**config.mk**
```make
export PLATFORM = sky130hd
export DESIGN_NAME = minmax_reduce_pipe_flat
export DESIGN_NICKNAME = d
export VERILOG_FILES = /design/src/rtl/minmax_reduce_pipe_pkg.sv /design/src/rtl/minmax_reduce_pipe_if.sv /design/src/rtl/minmax_reduce_pipe_node.sv /design/src/rtl/minmax_reduce_pipe.sv /design/src/flat_wrapper.sv
export SDC_FILE = /design/constraint.sdc
export NUM_CORES = 2
export LEC_CHECK = 0
export CAP_MARGIN = 0
export CORE_ASPECT_RATIO = 1.2
export CORE_UTILIZATION = 60
export DETAILED_ROUTE_END_ITERATION = 7
export PLACE_DENSITY_LB_ADDON = 0.08
export SLEW_MARGIN = 20
export SYNTH_ARGS = -nofsm -noshare
export SYNTH_HDL_FRONTEND = slang
export SYNTH_HIERARCHICAL = 1
export SYNTH_SLANG_ARGS = --single-unit
```
**constraint.sdc**
```tcl
create_clock -name clk -period 2.5 [get_ports clk]
set_input_delay 0.5 -clock clk [delete_from_list [all_inputs] [get_ports clk]]
set_output_delay 0.5 -clock clk [all_outputs]
set_load 0.01 [all_outputs]
```
**src/rtl/minmax_reduce_pipe_pkg.sv**
```systemverilog
// Shared types and elaboration-time helpers for the min/max reduction tree.
// Optional feature macro used elsewhere in this slice: MINMAX_ARGIDX_EN.
package minmax_pkg;

  typedef enum logic {
    MM_MAX = 1'b0,
    MM_MIN = 1'b1
  } mm_mode_e;

  // Number of tree levels needed to reduce 'leaves' operands to one.
  function automatic int tree_depth(input int leaves);
    int d;
    d = 0;
    while ((1 << d) < leaves) d++;
    return d;
  endfunction

  // Survivor count after 'lv' pairing levels (ceil(n/2) applied lv times).
  function automatic int level_width(input int leaves, input int lv);
    int n;
    n = leaves;
    for (int i = 0; i < lv; i++) n = (n + 1) / 2;
    return n;
  endfunction

  // First element position of stage 'lv' when all stages are packed back to back.
  function automatic int level_offset(input int leaves, input int lv);
    int off;
    off = 0;
    for (int i = 0; i < lv; i++) off += level_width(leaves, i);
    return off;
  endfunction

endpackage

```
**src/rtl/minmax_reduce_pipe_if.sv**
```systemverilog
// Valid/ready bus for the min/max reduction pipe: input transaction side and
// result side bundled together. out_idx exists only when MINMAX_ARGIDX_EN is defined.
interface minmax_reduce_pipe_if #(
  parameter int W = 16,
  parameter int N = 16
);
  import minmax_pkg::*;

`ifdef MINMAX_ARGIDX_EN
  localparam int IW = tree_depth(N + 1);
`endif

  logic           in_valid;
  logic           in_ready;
  logic           in_mode;
  logic [N*W-1:0] in_data;
  logic [W-1:0]   in_acc;
  logic           out_valid;
  logic           out_ready;
  logic [W-1:0]   out_data;
`ifdef MINMAX_ARGIDX_EN
  logic [IW-1:0]  out_idx;
`endif

`ifdef MINMAX_ARGIDX_EN
  modport master (
    output in_valid, in_mode, in_data, in_acc, out_ready,
    input  in_ready, out_valid, out_data, out_idx
  );

  modport slave (
    input  in_valid, in_mode, in_data, in_acc, out_ready,
    output in_ready, out_valid, out_data, out_idx
  );
`else
  modport master (
    output in_valid, in_mode, in_data, in_acc, out_ready,
    input  in_ready, out_valid, out_data
  );

  modport slave (
    input  in_valid, in_mode, in_data, in_acc, out_ready,
    output in_ready, out_valid, out_data
  );
`endif

endinterface

```
**src/rtl/minmax_reduce_pipe_node.sv**
```systemverilog
// One combinational compare-select node of the reduction tree. Ties keep the
// left operand so the lowest leaf index wins. With MINMAX_ARGIDX_EN defined the
// node also forwards the index of the selected operand.
module minmax_node
  import minmax_pkg::*;
#(
  parameter int W      = 16,
  parameter int SIGNED = 0
`ifdef MINMAX_ARGIDX_EN
  , parameter int IW   = 1
`endif
) (
  input  logic [W-1:0]  i_l,
  input  logic [W-1:0]  i_r,
  input  mm_mode_e      i_mode,
`ifdef MINMAX_ARGIDX_EN
  input  logic [IW-1:0] i_lIdx,
  input  logic [IW-1:0] i_rIdx,
  output logic [IW-1:0] o_idx,
`endif
  output logic [W-1:0]  o_data
);

  logic w_ge;
  logic w_le;
  logic w_leftWins;

  // Compare in the configured number format, then pick the side the mode asks for
  always_comb begin
    w_ge = 1'b0;
    w_le = 1'b0;
    if (SIGNED != 0) begin
      w_ge = ($signed(i_l) >= $signed(i_r));
      w_le = ($signed(i_l) <= $signed(i_r));
    end else begin
      w_ge = (i_l >= i_r);
      w_le = (i_l <= i_r);
    end
    w_leftWins = (i_mode == MM_MAX) ? w_ge : w_le;
  end

  assign o_data = w_leftWins ? i_l : i_r;

`ifdef MINMAX_ARGIDX_EN
  assign o_idx = w_leftWins ? i_lIdx : i_rIdx;
`endif

endmodule

```
**src/rtl/minmax_reduce_pipe.sv**
```systemverilog
// Pipelined min/max reduction of N lanes plus an accumulator (leaf N).
// Stage 0 registers the leaves; each of the D tree levels is followed by a
// register stage, so results emerge D edges after acceptance. A single global
// enable freezes the whole pipe under backpressure.
// Optional feature: MINMAX_ARGIDX_EN adds the winning leaf index (out_idx).
module minmax_reduce_pipe
  import minmax_pkg::*;
#(
  parameter int W      = 16,
  parameter int N      = 16,
  parameter int SIGNED = 0
) (
  input logic clk,
  input logic rst,
  minmax_reduce_pipe_if.slave bus
);

  localparam int LEAVES = N + 1;
  localparam int D      = tree_depth(LEAVES);
  localparam int TOT    = level_offset(LEAVES, D + 1);
`ifdef MINMAX_ARGIDX_EN
  localparam int IW     = tree_depth(LEAVES);
`endif

  // All stage data packed back to back: stage lv element e sits at (level_offset(lv)+e)*W.
  logic [TOT*W-1:0]          r_data;
  logic [(TOT-LEAVES)*W-1:0] w_next;
  logic [D:0]                r_valid;
  logic [D-1:0]              r_mode;
  logic                      w_en;

`ifdef MINMAX_ARGIDX_EN
  logic [(TOT-LEAVES)*IW-1:0] r_idx;
  logic [(TOT-LEAVES)*IW-1:0] w_nextIdx;
  logic [LEAVES*IW-1:0]       w_leafIdx;
  logic [TOT*IW-1:0]          w_idxAll;
`endif

  assign w_en          = !bus.out_valid || bus.out_ready;
  assign bus.in_ready  = w_en;
  assign bus.out_valid = r_valid[D];
  assign bus.out_data  = r_data[(TOT-1)*W +: W];

`ifdef MINMAX_ARGIDX_EN
  for (genvar j = 0; j < LEAVES; j++) begin : g_leafIdx
    assign w_leafIdx[j*IW +: IW] = IW'(j);
  end
  assign w_idxAll    = {r_idx, w_leafIdx};
  assign bus.out_idx = r_idx[(TOT-LEAVES-1)*IW +: IW];
`endif

  for (genvar lv = 1; lv <= D; lv++) begin : g_level
    localparam int PCNT = level_width(LEAVES, lv - 1);
    localparam int CNT  = level_width(LEAVES, lv);
    localparam int POFF = level_offset(LEAVES, lv - 1);
    localparam int NOFF = level_offset(LEAVES, lv) - LEAVES;

    for (genvar j = 0; j < CNT; j++) begin : g_node
      if (2*j + 1 < PCNT) begin : g_pair
        minmax_node #(
          .W      (W),
          .SIGNED (SIGNED)
`ifdef MINMAX_ARGIDX_EN
          , .IW   (IW)
`endif
        ) u_node (
          .i_l    (r_data[(POFF+2*j)*W +: W]),
          .i_r    (r_data[(POFF+2*j+1)*W +: W]),
          .i_mode (mm_mode_e'(r_mode[lv-1])),
`ifdef MINMAX_ARGIDX_EN
          .i_lIdx (w_idxAll[(POFF+2*j)*IW +: IW]),
          .i_rIdx (w_idxAll[(POFF+2*j+1)*IW +: IW]),
          .o_idx  (w_nextIdx[(NOFF+j)*IW +: IW]),
`endif
          .o_data (w_next[(NOFF+j)*W +: W])
        );
      end else begin : g_pass
        assign w_next[(NOFF+j)*W +: W] = r_data[(POFF+2*j)*W +: W];
`ifdef MINMAX_ARGIDX_EN
        assign w_nextIdx[(NOFF+j)*IW +: IW] = w_idxAll[(POFF+2*j)*IW +: IW];
`endif
      end
    end
  end

  // Advance every stage (leaves, tree levels, mode and valid) together when the pipe is enabled
  always_ff @(posedge clk) begin
    if (rst) begin
      r_valid <= '0;
      r_mode  <= '0;
      r_data  <= '0;
    end else if (w_en) begin
      r_valid[0] <= bus.in_valid && w_en;
      for (int s = 1; s <= D; s++) r_valid[s] <= r_valid[s-1];
      r_mode[0] <= bus.in_mode;
      for (int s = 1; s < D; s++) r_mode[s] <= r_mode[s-1];
      r_data <= {w_next, bus.in_acc, bus.in_data};
    end
  end

`ifdef MINMAX_ARGIDX_EN
  // Winning indices ride alongside the data through the tree-level registers
  always_ff @(posedge clk) begin
    if (rst) begin
      r_idx <= '0;
    end else if (w_en) begin
      r_idx <= w_nextIdx;
    end
  end
`endif

endmodule

```
**src/flat_wrapper.sv**
```systemverilog
// flat-port wrapper written by rule: the top's interface ports become plain ports
module minmax_reduce_pipe_flat import minmax_pkg::*;
#(
  parameter int W      = 16,
  parameter int N      = 16,
  parameter int SIGNED = 0
)
  (clk, rst, bus_in_valid, bus_in_mode, bus_in_data, bus_in_acc, bus_out_ready, bus_in_ready, bus_out_valid, bus_out_data);
  minmax_reduce_pipe_if #(.W(W), .N(N)) bus_i ();
  input logic clk;
  input logic rst;
  input wire logic [$bits(bus_i.in_valid)-1:0] bus_in_valid;
  input wire logic [$bits(bus_i.in_mode)-1:0] bus_in_mode;
  input wire logic [$bits(bus_i.in_data)-1:0] bus_in_data;
  input wire logic [$bits(bus_i.in_acc)-1:0] bus_in_acc;
  input wire logic [$bits(bus_i.out_ready)-1:0] bus_out_ready;
  output wire logic [$bits(bus_i.in_ready)-1:0] bus_in_ready;
  output wire logic [$bits(bus_i.out_valid)-1:0] bus_out_valid;
  output wire logic [$bits(bus_i.out_data)-1:0] bus_out_data;
  assign bus_i.in_valid = bus_in_valid;
  assign bus_i.in_mode = bus_in_mode;
  assign bus_i.in_data = bus_in_data;
  assign bus_i.in_acc = bus_in_acc;
  assign bus_i.out_ready = bus_out_ready;
  assign bus_in_ready = bus_i.in_ready;
  assign bus_out_valid = bus_i.out_valid;
  assign bus_out_data = bus_i.out_data;
  minmax_reduce_pipe #(.W(W), .N(N), .SIGNED(SIGNED)) u_core (.clk(clk), .rst(rst), .bus(bus_i));
endmodule
```
## Yosys cells after proc, flatten, opt, wreduce, memory -nomap -nowiden

Cells that the tools add are included.

- Register bits: 603
- Output and inout bits: 18
- Logic and storage cells: 70

- $lt $le $gt $ge: 32
- Mux-type cells: 32
- Reduce and logical (&&, ||, !) cells: 3

Operators by type and width:

| operator | number |
|---|---|
| $ge A16 B16 Y1 | 16 |
| $le A16 B16 Y1 | 16 |
| $mux W16 | 16 |
| $mux W1 | 16 |
| $logic_and A1 B1 Y1 | 1 |
| $logic_not A1 Y1 | 1 |
| $logic_or A1 B1 Y1 | 1 |

## Depth between registers and ports, before layout

- Depth in word-level cells: 3
- Gate-level depth with buffers: 11

## Modules after synthesis

The synthesis kept the hierarchy.

Modules (own cells, without submodules):

| module | times used | cells an instance | area each (sq um) |
|---|---|---|---|
| minmax_reduce_pipe | 1 | 2667 | 26803.2 |
| minmax_node | 16 | 77 | 683.2 |

## Least setup slack after synthesis

OpenSTA, ideal clock, no wires.

- Path kind: register -> register
- From: reg u_core.r_data[561]
- To: reg u_core.r_data[588]
- Arrival: 2.216 ns
- Data required time: 2.372 ns
- Setup slack: 0.156 ns
- Cell stages (with the launch flop): 12
- Path buffers: 1
- Cells stage by stage: dfxtp_1 > inv_1 > ha_1 > nor2b_2 > o211ai_1 > a2111o_1 > and3_4 > mux2i_4 > buf_12 > mux2_4 > nand2b_1 > o21ai_0

- Cells in the longest elaborated chain, start to end: 3
- Elaborated cells on any way between the ends: 4
- Those cells by class: 2 x order compare; 2 x mux

Ends and longest elaborated chain:

| item | line | source |
|---|---|---|
| from (decl) | minmax_reduce_pipe.sv:26 | `logic [TOT*W-1:0] r_data;` |
| from (signal assigned) | minmax_reduce_pipe.sv:97 | `r_data <= {w_next, bus.in_acc, bus.in_data};` |
| $ge A16 B16 Y1 / $le A16 B16 Y1 (equally long branches) | minmax_reduce_pipe_node.sv:36, minmax_reduce_pipe_node.sv:37 |  |
| $mux W1 * | minmax_reduce_pipe_node.sv:39 | `w_leftWins = (i_mode == MM_MAX) ? w_ge : w_le;` |
| $mux W16 * | minmax_reduce_pipe_node.sv:42 | `assign o_data = w_leftWins ? i_l : i_r;` |
| named net u_core.w_next[316] | minmax_reduce_pipe.sv:27 | `logic [(TOT-LEAVES)*W-1:0] w_next;` |

Mark *: on every way through the listed nets, which the timed path passes. The rest lies on a longest branch.
A chain may end at the register's enable or synchronous reset.

## Final worst setup path

- From: reg u_core.r_data[212]
- To: reg u_core.r_data[377]

Same word-level chain as after synthesis.

==> results.md <==
* Top Ports at approximately 300
* CP Cell Sequence: inv_1 -> ha_1 -> nand4_1 -> a2111o_1 -> and3_4 -> mux2i_4 -> clkbuf_16 -> mux2_4 -> nand2b_1 -> o21ai_1
* Fmax at around 0.39 GHz
* Worst-Margin Slew at around 750 ps
* DR WL/cell at 19.3 um
* Core area at 62100 sq um
* Die Y at about 280 um
* Top post-synthesis cells by count: 618 x nand2b_1, 603 x dfxtp_1, 407 x nand4bb_1
* Max VDD drop at approximately 0.59 mV
* Register area share after synthesis at 0.320
* Initial antenna violation count at 0
* Critical path data required time at 2980 ps
* RSZ-0062 raised after global routing: yes
* Ant diodes at 0
* Vias after detailed routing at about 30000
* DRT iter0 DRCs at 1996
* Final wirelength at 98000 um
* Failing checks: negative setup slack
* Setup Viol. Count Final at 35
* Mapped Area at about 38000 sq um
* DRC Markers at 0
* Worst skew pair latency at ~610 ps
* Largest net degree at the start of global routing at 159
* Critical Path Max Stage Delay at 420 ps
* Final worst slack at -59.7 ps
* Top-count cell post-synth: nand2b_1
* Min Clock Period, post-route at approximately 2600 ps
* Post-synth EDFFs at 0
* Synth Net Count at 4432
* Number of fillers in the final layout at 4339
* Critical path endpoint category: flip-flop
* Startpoint type of the worst setup path: flip-flop
* Top cells by area, synth: dfxtp_1 32%, nand4bb_1 12%, nand2b_1 10%, ha_1 8.5%, mux2_4 6.4%
* Ys async rst share at 0
* Clock tree from TritonCTS: yes
* Clock transition at the registers of the reported paths at approximately 60 ps
* Status: finished with violations
* Yosys cell types at 30
* Slowest-stage cell, CP: a2111o_1
* Iteration count of the initial detailed-routing pass at 5
* Max Cap Viol at 0
* Clock buffer count from CTS at 67
* Largest area contributor in the synthesized netlist: dfxtp_1
* Die area at around 64000 sq um
* Synthesis-stage register bit count at between 600 and 700
* Nets at around 4800
* Port bufs at 294
* Proportion of layout cells with a drive suffix above 1 at 0.245
* Hold_buf cts at 0
* Global-route wire length before repair at 150000 um
* Worst EP arrival at 3040 ps
* Synthesis Warnings at 6
* Clock Skew at between 15 and 20 ps
* Final hold vios at 0
* Sink Count at around 600
* Area post-placement at between 40000 and 50000 sq um
* Worst Path Max Fanout at 6
* Hold WS at 333 ps
* Most used DFF post-synth: dfxtp_1
* WS Path Type: flip-flop to flip-flop
* Max-slew headroom at 0.499
* Synth-to-Final Area Change at 24.9%
* Yosys top cell area share at 0.320
* Leak at between 15 and 20 nW
* Hold crit path type: primary input to flip-flop
* Die width at between 200 and 250 um
* Syn Inst Count at 3899
* Final instance area at 47100 sq um
* All-layer global routing usage at 0.284
* Remaining antenna violation count after routing at 0
* Period utilization at 1.02
* Post-DR vias/cell at between 5 and 6
* FP Rows at 100
* Vias in the first global route at 28700
* Clock tree buffer depth at 3
* Final GP Congestion at about 0.88
* PwrDens at between 600 and 700 nW/um^2
* Root buffer cell: clkbuf_16
* Post-DP HPWL at around 63000 um
* GRT overflow at 0
* Synth Area per Inst at a little under 10 sq um
* Initial core utilization at 0.608
* H-Tree Level Count at 3
* Max Slew Vio Count at 0
## worst max-delay path, delay by kind of cell, from the launching register on
family	cells	cell delay (ps)
mux	2	580
compound gates	2	490
simple gates	3	450
flops	1	350
buf+inv	2	280
fa+ha+maj	1	280
## cells by family (layout without fill, tap and decap cells)
logic type      after synthesis  in the layout  share of synthesized area
flops                       603            603                      0.320
compound gates              739            739                      0.102
buf+inv                     600            967                     0.0767
fa+ha+maj                   256            256                     0.0849
simple gates               1357           1357                      0.296
mux                         344            344                      0.121
## sequential cells by signal, summed over array words and instances (netlist names)
register / flops
u_core/r_mode: 5
u_core/r_data: 592
u_core/r_valid: 6
## report_power, final
part	internal, mW	switching [mW]	leakage (nW)	total (mW)
clock network	5.88	4.11	1.07	9.98
logic	4.96	3.67	12.5	8.64
registers	10.2	0.529	5.01	10.8
## area by class of cell
| cell class | count | area (sq um) | area share |
|---|---|---|---|
| clock inverters | 14 | 186 | 0.00395 |
| flip-flops and latches | 603 | 12200 | 0.260 |
| clock buffers | 102 | 2010 | 0.0427 |
| well taps | 816 | 1020 | 0.0217 |
| inverters | 258 | 973 | 0.0206 |
| repair buffers | 593 | 5870 | 0.124 |
| multi-input cells | 2696 | 24800 | 0.527 |
## layer usage
| layer | up-vias | GRT usage | routed length [um] |
|---|---|---|---|
| met5 | - | 0 | 0 |
| li1 | 14600 | - | - |
| met1 | 14500 | 0.367 | 42700 |
| met4 | 0 | 0.102 | 3230 |
| met2 | 603 | 0.485 | 49000 |
| met3 | 200 | 0.0308 | 3110 |
## path summary, 6_finish.rpt
path / start / endpoint / slack, ps / cells past startpoint
min reg2reg: u_core/r_valid[4] / u_core/r_valid[5] / 450 / 2
min: bus_out_ready / u_core/r_data[6] / 330 / 3
max: u_core/r_data[212] / u_core/r_data[377] / -60 / 10
max reg2reg: u_core/r_data[212] / u_core/r_data[377] / -60 / 10
## layout by cell type (no fill, tap or decap), drive strengths merged
cell and n:
clkdlybuf4s50 292, a2111o 16, o211ai 16, clkbuf 109
buf 294, clkinv 5, and3 16, a21oi 129
nand2b 618, ha 256, nand4 64, dfxtp 603
nor4 16, nor2 32, nand2 48, mux2 256
bufinv 3, nand4bb 407, nor2b 33, clkinvlp 3
inv 261, mux2i 88, o21ai 578, or4bb 123
## stage by stage
step | power (mW) | worst slack (ps) | TNS [ps] | util | instances
global placement | 17.8 | -93.9 | -535 | 0.680 | 4935
global route | 30.6 | -150 | -12260 | 0.760 | 5082
floorplan | 16.0 | 156 | 0 | - | 3899
CTS | 28.3 | 1.25 | 0 | 0.719 | 5057
detailed placement | 17.9 | -76.1 | -648 | 0.680 | 4935
finish | 29.4 | -59.7 | -494 | 0.760 | 5082
## repair_timing
action | 4_1_cts | 5_1_grt
pin swaps | 4 | 69
resized for setup | 34 | 440
setup endpoints to repair | 48 | 251
buffers inserted | 4 | 18
gates cloned | 2 | 7
No activity file was read; power rests on OpenSTA's default activity.
